## src/rtl/common.sv

```systemverilog
// common: instruction-bus types and the architectural reset PC shared across the core.
package common;
    localparam logic [63:0] PCINIT = 64'h8000_0000;
    typedef struct packed {
        logic        valid;
        logic [63:0] addr;
    } ibus_req_t;
    typedef struct packed {
        logic        addr_ok;
        logic        data_ok;
        logic [63:0] data;
    } ibus_resp_t;
endpackage

```

## src/rtl/pipes.sv

```systemverilog
// pipes: inter-stage payload types and the fetch FSM state encoding.
package pipes;
    typedef struct packed {
        logic [31:0] raw_instr;
        logic [63:0] pc;
    } instr_t;
    typedef struct packed {
        logic   valid;
        instr_t instr;
    } fetch_data_t;
    typedef enum logic [1:0] {IDLE, REQ, DRAIN} fetch_state_t;
endpackage

```

## src/rtl/fetch.sv

```systemverilog
// fetch: owns the PC, keeps one bus request in flight and buffers one instruction for decode.
module fetch
    import common::*, pipes::*;
#(
    parameter logic [63:0] PC_RESET = PCINIT
) (
    input  logic        clk,
    input  logic        reset,
    output ibus_req_t   ireq,
    input  ibus_resp_t  iresp,
    output fetch_data_t dataF,
    input  logic        stall,
    input  logic        redirect_valid,
    input  logic [63:0] redirect_pc
);
    fetch_state_t state, state_n;
    logic [63:0] pc, pc_n, pc_pending, pending_n, buf_pc, buf_pc_n;
    logic [31:0] buf_instr, buf_instr_n;
    logic        buf_valid, buf_valid_n, accept;
    logic        unused_resp;

    assign unused_resp = ^{iresp.addr_ok, iresp.data[63:32]};
    assign accept = buf_valid && !stall;
    assign ireq = {state == REQ || state == DRAIN, pc};
    assign dataF = {buf_valid, buf_instr, buf_pc};

    always_comb begin
        state_n = state;
        pc_n = pc;
        pending_n = pc_pending;
        buf_valid_n = buf_valid && !accept;
        buf_instr_n = buf_instr;
        buf_pc_n = buf_pc;
        if (redirect_valid) begin
            buf_valid_n = 1'b0;
            if (state == DRAIN || (state == REQ && !iresp.data_ok))
                pending_n = redirect_pc;
            // An outstanding request must finish at its old address before the target is fetched.
            if (iresp.data_ok || state == IDLE) begin
                pc_n = redirect_pc;
                state_n = IDLE;
            end else begin
                state_n = DRAIN;
            end
        end else if (state == IDLE) begin
            state_n = (!buf_valid || accept) ? REQ : IDLE;
        end else if (iresp.data_ok) begin
            state_n = IDLE;
            if (state == REQ) begin
                buf_valid_n = 1'b1;
                buf_instr_n = iresp.data[31:0];
                buf_pc_n = pc;
                pc_n = pc + 64'd4;
            end else begin
                pc_n = pc_pending;
            end
        end
    end

    always_ff @(posedge clk or negedge reset) begin
        if (!reset) begin
            state <= IDLE;
            pc <= PC_RESET;
            pc_pending <= '0;
            buf_valid <= 1'b0;
            buf_instr <= '0;
            buf_pc <= '0;
        end else begin
            state <= state_n;
            pc <= pc_n;
            pc_pending <= pending_n;
            buf_valid <= buf_valid_n;
            buf_instr <= buf_instr_n;
            buf_pc <= buf_pc_n;
        end
    end
endmodule

```

## config.mk

```make
export PLATFORM = sky130hd
export DESIGN_NAME = fetch
export DESIGN_NICKNAME = d
export VERILOG_FILES = /design/src/rtl/common.sv /design/src/rtl/pipes.sv /design/src/rtl/fetch.sv
export SDC_FILE = /design/constraint.sdc
export NUM_CORES = 1
export LEC_CHECK = 0
export CORE_ASPECT_RATIO = 0.8
export CORE_MARGIN = 2
export CORE_UTILIZATION = 51
export CTS_BUF_LIST = sky130_fd_sc_hd__clkbuf_2
export DETAILED_ROUTE_END_ITERATION = 10
export PLACE_DENSITY = 0.83
export SLEW_MARGIN = 0
export SYNTH_ARGS = -nofsm -noshare
export SYNTH_HDL_FRONTEND = slang
export SYNTH_SLANG_ARGS = --single-unit
export TNS_END_PERCENT = 10
```

## constraint.sdc

```tcl
create_clock -name clk -period 3.2 [get_ports clk]
set_input_delay 0.48 -clock clk [delete_from_list [all_inputs] [get_ports clk]]
set_output_delay 0.48 -clock clk [all_outputs]
set_load 0.01 [all_outputs]
```

Yosys cells after proc, flatten, opt, wreduce, memory -nomap -nowiden --
Cells that the tools add are included.
Storage, ports and cells: memory bits (writable) 0, input bits 134, register bits 227, output and inout port bits 162, ROM bits 0, latch bits 0, memories 0
Operators by class: divide/modulo/power cells 0, reductions and logical operators 17, shift-type cells 0, multiplexer cells 14, equal/unequal tests 4, add/sub/neg operators 1, magnitude comparators 0, multiply operators 0, bitwise logic cells 2
Operators by type and width (number):
- 2-to-1 mux 64 bit | 5
- adder 64 x 3 -> 64 bit (second input constant) | 1
- 2-to-1 mux 2 bit | 4
- 2-to-1 mux 1 bit | 5
- zero test 1 bit | 4
- logical OR 1 bit | 4
- AND reduction 4 bit | 1
- logical AND 1 bit | 3
- AND reduction 3 bit | 1
- nonzero test 3 bit | 1
- == test 2 x 1 -> 1 bit (second input constant) | 1
- == test 2 bit (second input constant) | 1
- zero test 2 bit | 1
- != test 2 x 1 -> 1 bit (second input constant) | 1
- != test 2 bit (second input constant) | 1
- inverter 1 bit | 2
- AND reduction 2 bit | 1
- nonzero test 2 bit | 1

Longest topological paths before layout --
Gate-level depths: netlist (run 1).
word-level depth 8, mapped depth 10, depth with buffers taken out 7

Worst setup path after synthesis (run 1) --
No wires, ideal clock.
kind flip-flop to flip-flop, start point reg state[0], end point reg pc[33], library setup time 0.139 ns, data required time 3.061 ns, period minus slack after synthesis 2.265 ns, slack 0.935 ns, cell stages (with the launch flop) 9, buffers on the path 4, arrival time 2.126 ns, cell sequence dfrtp_1 inv_1 ha_1 clkbuf_1 mux2i_1 clkbuf_1 clkbuf_1 clkbuf_1 o21ai_0
Between the ends: longest elaborated chain between the ends 5, elaborated cells between the ends (all ways) 10
Ends and longest elaborated chain:
- start: declaration | RTL line fetch.sv:16 | fetch_state_t state, state_n;
- start signal: assignment | RTL line fetch.sv:69 | state <= state_n;
- == test 2 x 1 -> 1 bit | RTL line fetch.sv:49 | if (state == REQ) begin
- 2-to-1 mux 64 bit | RTL line fetch.sv:49
- 2-to-1 mux 64 bit | RTL line fetch.sv:47 | end else if (iresp.data_ok) begin
- 2-to-1 mux 64 bit | RTL line fetch.sv:45 | end else if (state == IDLE) begin
- 2-to-1 mux 64 bit | RTL line fetch.sv:34 | if (redirect_valid) begin
- end signal: assignment | RTL line fetch.sv:70 | pc <= pc_n;
- end: declaration | RTL line fetch.sv:17 | logic [63:0] pc, pc_n, pc_pending, pending_n, buf_pc, buf_pc_n;
Several ways; a longest one is shown, not always the timed one. The select of a mux whose other input is x is not followed. A chain may end at the register's enable or synchronous reset.

Final worst setup path (run 1) --
start point reg state[1], end point reg pc[45]
Same word-level chain as after synthesis.

==> impl_metrics.py, run 1 <==
metrics = {
    "global_route": {
        "overflow": 0,
        "grt_max_degree": 80,
        "grt_pass1_wl_um": 54500,
        "grt_pass1_vias": 10180,
        "track_usage_pct": 29.8,
        "antenna_found_initial": 6,
    },
    "sta": {
        "relSlewSlack_pct": 49.9,
        "max_freq_mhz": 382,
        "grt_setup_unrepaired": "false",
        "finalCriticalPeriod_ps": 2620,
        "drv_slew": 0,
        "skew_ps": 73.1,
        "worstMarginPinSlew_ps": 744,
        "tns_ps": 0,
        "finalHoldViolCount": 0,
        "setup_viol": 0,
        "fin_crit_sh_pct": 81.9,
    },
    "detailed_routing": {
        "met1_length_um": 14800,
        "ant_nets": 0,
        "vias_per_cell": 5.98,
        "dr_wl_met3_um": 4230,
        "avgRoutedWirePerCell_um": 19.3,
        "drt-total-wl_um": 34600,
        "drt-initial-drc-count": 1113,
        "drc_errors": 0,
        "vias": 10692,
        "top_layer": "met5",
        "firstDrtPassIters": 6,
        "route.met2.wl_um": 14900,
    },
    "power": {
        "pwr-share-seq_pct": 46.2,
        "vdd_drop_max_uv": 424,
        "power_density_nw_per_um2": 723,
        "sw_frac_of_total_pct": 36.4,
        "p_int_uw": 6730,
        "comb_power_share_pct": 36.3,
        "power_switching_uw": 3840,
        "p_leak_uw": 0.00640,
        "p_clk_share_pct": 17.6,
    },
    "clock_network": {
        "tritoncts": "built",
        "htreeDepth": 2,
        "cts_num_sinks": 227,
        "cts.repair.resized": 0,
        "insertion_delay_ps": 870,
        "clock-root-buffer": "clkbuf_2",
        "clk_pin_slew_ps": 110,
        "ctsHoldBuffers": 1,
        "cts_setup_buffers": 0,
        "numCtsBuffers": 58,
        "clk_path_buf_depth": 3,
    },
    "worst_setup_path": {
        "start_kind": "flip-flop",
        "critPathCaptureType": "flip-flop",
        "cp_cell_sequence": "inv_1, ha_1, nand2b_2, buf_4, or4_1, o211ai_1",
        "cp.arrival_ps": 3400,
        "path_depth": 6,
        "crit_family": "simple AND/OR/NAND/NOR gates",
        "rrSetupSlack_ps": 580,
        "criticalPathCategory": "flip-flop to flip-flop",
        "cp.required_ps": 3980,
        "cpMaxStageDelayCell": "or4_1",
        "crit_buf_inv": 2,
        "rr_endpoint": "pc[45]",
        "timing.rr.start": "state[1]",
        "cp_max_fo": 24,
        "rr_worst_depth": 6,
        "max_stage_delay_ps": 540,
    },
    "die": {
        "die_w_um": 169,
        "start_util_pct": 51.9,
        "num_rows": 48,
        "die_h_um": 136,
        "die_area_sq_um": 23100,
        "io_pins": 296,
        "core_area_sq_um": 21500,
    },
    "synth": {
        "ys.flop_type": "dfrtp_1",
        "ys_ff_latch": 227,
        "syn_area_per_cell_sq_um": 9.25,
        "synth.yosys.seq_area_share_pct": 50.9,
        "synth_edf_count": 0,
        "syn-num-nets": 1345,
        "ys_types": 66,
        "syn-cell-area_sq_um": 11200,
        "synth_warnings": 0,
        "ys_async_sr_fraction_pct": 100,
        "syn-instance-count": 1207,
    },
    "cells_and_area": {
        "areaGrowthSynthToFinish_pct": 31.1,
        "fin_util_pct": 68.1,
        "drive_gt1_share_pct": 14.3,
        "nNetsFinal": 1611,
    },
    "place": {
        "hpwlAfterDp_um": 24300,
        "io_buffers": 262,
        "gp_congestion": 0.948,
    },
    "min_path": {
        "hp-class": "input pin to flip-flop",
        "min_to": "buf_instr[31]",
        "hp-start": "iresp[31]",
        "hold_path_depth": 3,
    },
    "status": {
        "outcome": "finished clean",
    },
    "run": {
        "max_cap_viol_count": 0,
    },
}
## power by group through the flow
stage	combinational [uW]	sequential [uW]	clock (uW)
2_1_floorplan	1490	4930	0
3_3_place_gp	3720	4840	0
3_5_place_dp	3830	4900	0
4_1_cts	3850	4850	1920
5_1_grt	4170	5010	2080
6_report	3830	4880	1860
## per-stage QoR
stage                     hold WS [ps]  power [uW]  instances  setup WS (ps)  cell area (sq um)
after CTS                         59.9       10600       1782            518              14600
after detailed placement           462        8730       1687            663              14100
after global placement             457        8560       1687            700              14100
after floorplan                    184        6420       1207            935              11200
after global routing              84.8       11300       1784            424              14600
final                              107       10600       1787            579              14600
## worst max path at each step
stage | from | end | slack [ps]
finish | state[1] | pc[45] | 580
global route | pc[3] | pc[22] | 420
CTS | state[0] | ireq[64] | 520
detailed placement | redirect_valid | pc[38] | 660
global placement | redirect_valid | pc[38] | 700
floorplan | state[0] | pc[33] | 930
## flip-flops by register name (all words and copies together) (netlist names)
signal	flops
pc	64
pc_pending	64
buf_pc	64
buf_valid	1
buf_instr	32
state	2
## kinds of logic (layout without fill, tap and decap cells)
group | Yosys count | in the layout | synth area share (%)
multiplexers | 71 | 71 | 7.09
AO/OA/AOI/OAI | 241 | 241 | 14.7
other | 0 | 5 | 0
AND/OR/NAND/NOR | 559 | 559 | 23.1
flip-flops | 227 | 227 | 50.9
adder cells (fa/ha/maj) | 4 | 4 | 0.448
buffers and inverters | 105 | 405 | 3.71
## layout make-up
type	instances	area, sq um
diodes	5	12.5
clock buffers	87	435
inverters	12	45.0
repair buffers	299	2980
well taps	275	344
multi-input cells	875	5110
fillers	1735	6860
clock inverters	7	30.0
flip-flops and latches	227	5680
## synthesized netlist by cell type (all sizes together), types with 5 or more instances
| cell | n | share of area, % |
|---|---|---|
| o21ai | 72 | 3.2 |
| and3 | 14 | 0.78 |
| nand4 | 42 | 2.6 |
| inv | 12 | 0.40 |
| o31ai | 6 | 0.40 |
| or4 | 9 | 0.67 |
| dfrtp | 226 | 51 |
| or3 | 11 | 0.66 |
| a21oi | 36 | 1.6 |
| a221oi | 6 | 0.47 |
| o311ai | 5 | 0.39 |
| nor2 | 43 | 1.4 |
| a22oi | 39 | 2.6 |
| nand2 | 342 | 11 |
| a31oi | 9 | 0.50 |
| nor3 | 18 | 0.81 |
| nor4 | 21 | 1.5 |
| buf | 16 | 0.67 |
| clkbuf | 77 | 2.6 |
| mux2 | 65 | 6.6 |
| a22o | 7 | 0.55 |
| a32o | 7 | 0.64 |
| o211ai | 12 | 0.81 |
| mux2i | 6 | 0.54 |
| nand3 | 37 | 1.7 |
## worst reg2reg max path: cells and delay by family, from the launching register on
kind            cells  cell delay [ps]
simple gates        2             1030
flops               1              400
fa+ha+maj           1              450
buf+inv             2              450
compound gates      1              230
## cells in the final DEF, fill, tap and decap left out, types with 7 or more instances in the layout
master	count
clkdlybuf4s50_1	260
a31oi_1	9
dfrtp_1	226
a22oi_1	39
nor2_1	42
nor3_1	18
nand4_1	40
buf_4	30
mux2_2	65
nor4_1	18
and3_1	14
o211ai_1	12
or3_1	10
nand3_1	37
clkbuf_2	87
a22o_1	7
a21oi_1	36
o21ai_0	71
inv_1	12
nand2_1	342
or4_1	7
## metal layers
metal	vias up	GRT usage, %
li1	4884	-
met1	5151	42.0
met2	590	43.3
met3	65	10.8
met4	2	8.97
met5	-	0
Power figures use the tool's default switching activity.
==> run 2, diff against run 1 <==
--- a/config.mk
+++ b/config.mk
@@ -7,10 +7,10 @@
 export LEC_CHECK = 0
 export CORE_ASPECT_RATIO = 0.8
 export CORE_MARGIN = 2
-export CORE_UTILIZATION = 51
+export CORE_UTILIZATION = 46
 export CTS_BUF_LIST = sky130_fd_sc_hd__clkbuf_2
 export DETAILED_ROUTE_END_ITERATION = 10
-export PLACE_DENSITY = 0.83
+export PLACE_DENSITY = 0.79
 export SLEW_MARGIN = 0
 export SYNTH_ARGS = -nofsm -noshare
 export SYNTH_HDL_FRONTEND = slang
==> constraint.sdc (replaced) <==
create_clock -name clk -period 2.27 [get_ports clk]
set_input_delay 0.3405 -clock clk [delete_from_list [all_inputs] [get_ports clk]]
set_output_delay 0.3405 -clock clk [all_outputs]
set_load 0.01 [all_outputs]
==> run 2 against run 1 <==
Highest routed layer unchanged. Sequential power is 37% higher. Largest power group unchanged. Final cell count is 7.7% higher. Non-clock buffer count increased by 101. Cell area rose by 7.4%. First-iteration DRC count shrank 5.8%. Critical endpoint is now pc[61]. Fmax is 19% higher. Die area increased by 11%. Utilization fell by 1.6 points. Routed wire length is 8.4% higher.
==> impl_metrics.py, run 2 (synthesis results as in run 1) <==
metrics = {
    "status": {
        "outcome": "finished clean",
    },
    "worst_setup_path": {
        "rrSetupSlack_ps": 70,
        "cp.arrival_ps": 2920,
        "crit_buf_inv": 2,
        "cpMaxStageDelayCell": "nor4_1",
        "timing.rr.start": "pc[2]",
        "start_kind": "flip-flop",
        "startpoint": "pc[2]",
        "critPathCaptureType": "flip-flop",
        "cp_max_fo": 11,
        "crit_family": "simple AND/OR/NAND/NOR gates",
        "cp.required_ps": 2990,
        "max_stage_delay_ps": 480,
        "cp_cell_sequence": "buf_4, nand4_1, nor4_1, nand4_1, buf_4, o311ai_0, nand2_1",
        "criticalPathCategory": "flip-flop to flip-flop",
    },
    "cells_and_area": {
        "final_cells": 1925,
        "drive_gt1_share_pct": 19.3,
        "nNetsFinal": 1712,
        "final_common_cell": "nand2_1",
        "areaGrowthSynthToFinish_pct": 40.8,
        "top_regs": "buf_pc x64, pc x64, pc_pending x64",
        "final_cell_mix": "nand2_1, dfrtp_1, clkdlybuf4s50_1",
    },
    "power": {
        "p_clk_share_pct": 18.4,
        "power_density_nw_per_um2": 983,
        "power_switching_uw": 5620,
        "comb_power_share_pct": 38.4,
        "p_int_uw": 9830,
        "vdd_drop_max_uv": 507,
        "p_total_uw": 15400,
        "sw_frac_of_total_pct": 36.4,
        "pwr-share-seq_pct": 43.2,
        "p_leak_uw": 0.00714,
    },
    "clock_network": {
        "tritoncts": "built",
        "clock-root-buffer": "clkbuf_2",
        "numCtsBuffers": 58,
        "cts_num_sinks": 227,
        "clk_path_buf_depth": 3,
        "clk_pin_slew_ps": 120,
        "insertion_delay_ps": 870,
        "htreeDepth": 2,
    },
    "die": {
        "die_h_um": 143,
        "core_area_sq_um": 23600,
        "num_rows": 50,
        "die_area_sq_um": 25500,
        "start_util_pct": 47.2,
        "io_pins": 296,
        "die_w_um": 178,
    },
    "sta": {
        "finalCriticalPeriod_ps": 2200,
        "worstMarginPinSlew_ps": 445,
        "skew_ps": 44.4,
        "relSlewSlack_pct": 70.1,
        "max_freq_mhz": 455,
        "setup_viol": 0,
        "finalHoldViolCount": 0,
        "fin_crit_sh_pct": 96.8,
        "drv_slew": 0,
        "tns_ps": 0,
    },
    "global_route": {
        "overflow": 0,
        "antenna_found_initial": 9,
        "grt_pass1_wl_um": 58800,
        "grt_max_degree": 66,
        "track_usage_pct": 29.6,
        "grt_pass1_vias": 10700,
    },
    "place": {
        "post-place-cells": 1783,
        "io_buffers": 262,
        "hpwlAfterDp_um": 25900,
        "gp_congestion": 0.914,
    },
    "detailed_routing": {
        "drt-total-wl_um": 37500,
        "ant_nets": 0,
        "vias_per_cell": 5.78,
        "vias": 11120,
        "drt-initial-drc-count": 1048,
        "firstDrtPassIters": 7,
        "drc_errors": 0,
        "avgRoutedWirePerCell_um": 19.5,
    },
    "min_path": {
        "hp-class": "input pin to async pin",
    },
    "run": {
        "max_cap_viol_count": 0,
    },
}
## run 2: cell types whose count changed in the layout (fill, tap and decap cells not counted), moves of 2 or more
| cell | previous run | this run |
|---|---|---|
| buf_4 | 30 | 86 |
| buf_12 | 6 | 16 |
| clkinv_2 | 0 | 2 |
| clkbuf_2 | 87 | 79 |
| clkinv_1 | 5 | 12 |
| clkdlybuf4s50_1 | 260 | 194 |
| dlymetal6s2s_1 | 0 | 11 |
| dlygate4sd3_1 | 1 | 34 |
| dlygate4sd2_1 | 0 | 54 |
| dfrtp_2 | 0 | 31 |
| bufinv_16 | 0 | 2 |
| dfrtp_1 | 226 | 195 |
## run 2: worst paths after layout
kind / cells past startpoint / to
hold / removal: 3 / pc[26]
setup reg to reg: 7 / pc[61]
min in group clk: 3 / buf_valid
hold reg to reg: 2 / buf_pc[5]
max in group asynchronous: 3 / pc[37]
setup / recovery: 7 / pc[61]
## run 2: metrics by stage
stage	hold WS [ps]	area, sq um	worst slack [ps]	utilization [%]
2_1_floorplan	44.9	11200	4.80	-
3_3_place_gp	265	14800	89.8	62.4
3_5_place_dp	269	14800	89.8	62.4
4_1_cts	1.68	15600	-125	66.1
5_1_grt	3.14	15700	-6.46	66.4
6_report	60.4	15700	71.7	66.5
## run 2: power by group through the flow
stage          sequential, uW  combinational, uW  clock (uW)
2_1_floorplan            6950               2100           0
3_3_place_gp             6650               5820           0
3_5_place_dp             6730               5950           0
4_1_cts                  6640               5900        2920
5_1_grt                  6860               6430        3130
6_report                 6670               5930        2850
## run 2: metal layers
layer | track usage [%] | vias up | part of all wire, %
li1 | - | 5095 | -
met1 | 41.2 | 5317 | 42
met2 | 42.4 | 629 | 42
met3 | 12.1 | 73 | 13
met4 | 8.39 | 6 | 1.9
met5 | 0 | - | 0.12
## run 2: repair_timing
item | 4_1_cts | 5_1_grt
hold endpoints to repair | 258 | 1
gates resized for setup | 89 | 14
buffers inserted | 4 | 4
hold buffers | 34 | 1
endpoints found under the setup margin | 65 | 38
## run 2: worst min-delay path: stages
cell and delay [ps]:
dlygate4sd3_1 560, buf_8 170, buf_16 240
## run 2: layout make-up
cell class / count / area [sq um]
clock buffers: 79 / 395
repair buffers: 400 / 3920
well taps: 312 / 390
fillers: 1879 / 7930
flip-flops and latches: 227 / 5720
diodes: 4 / 10.0
inverters: 12 / 45.0
multi-input cells: 875 / 5120
clock inverters: 16 / 115
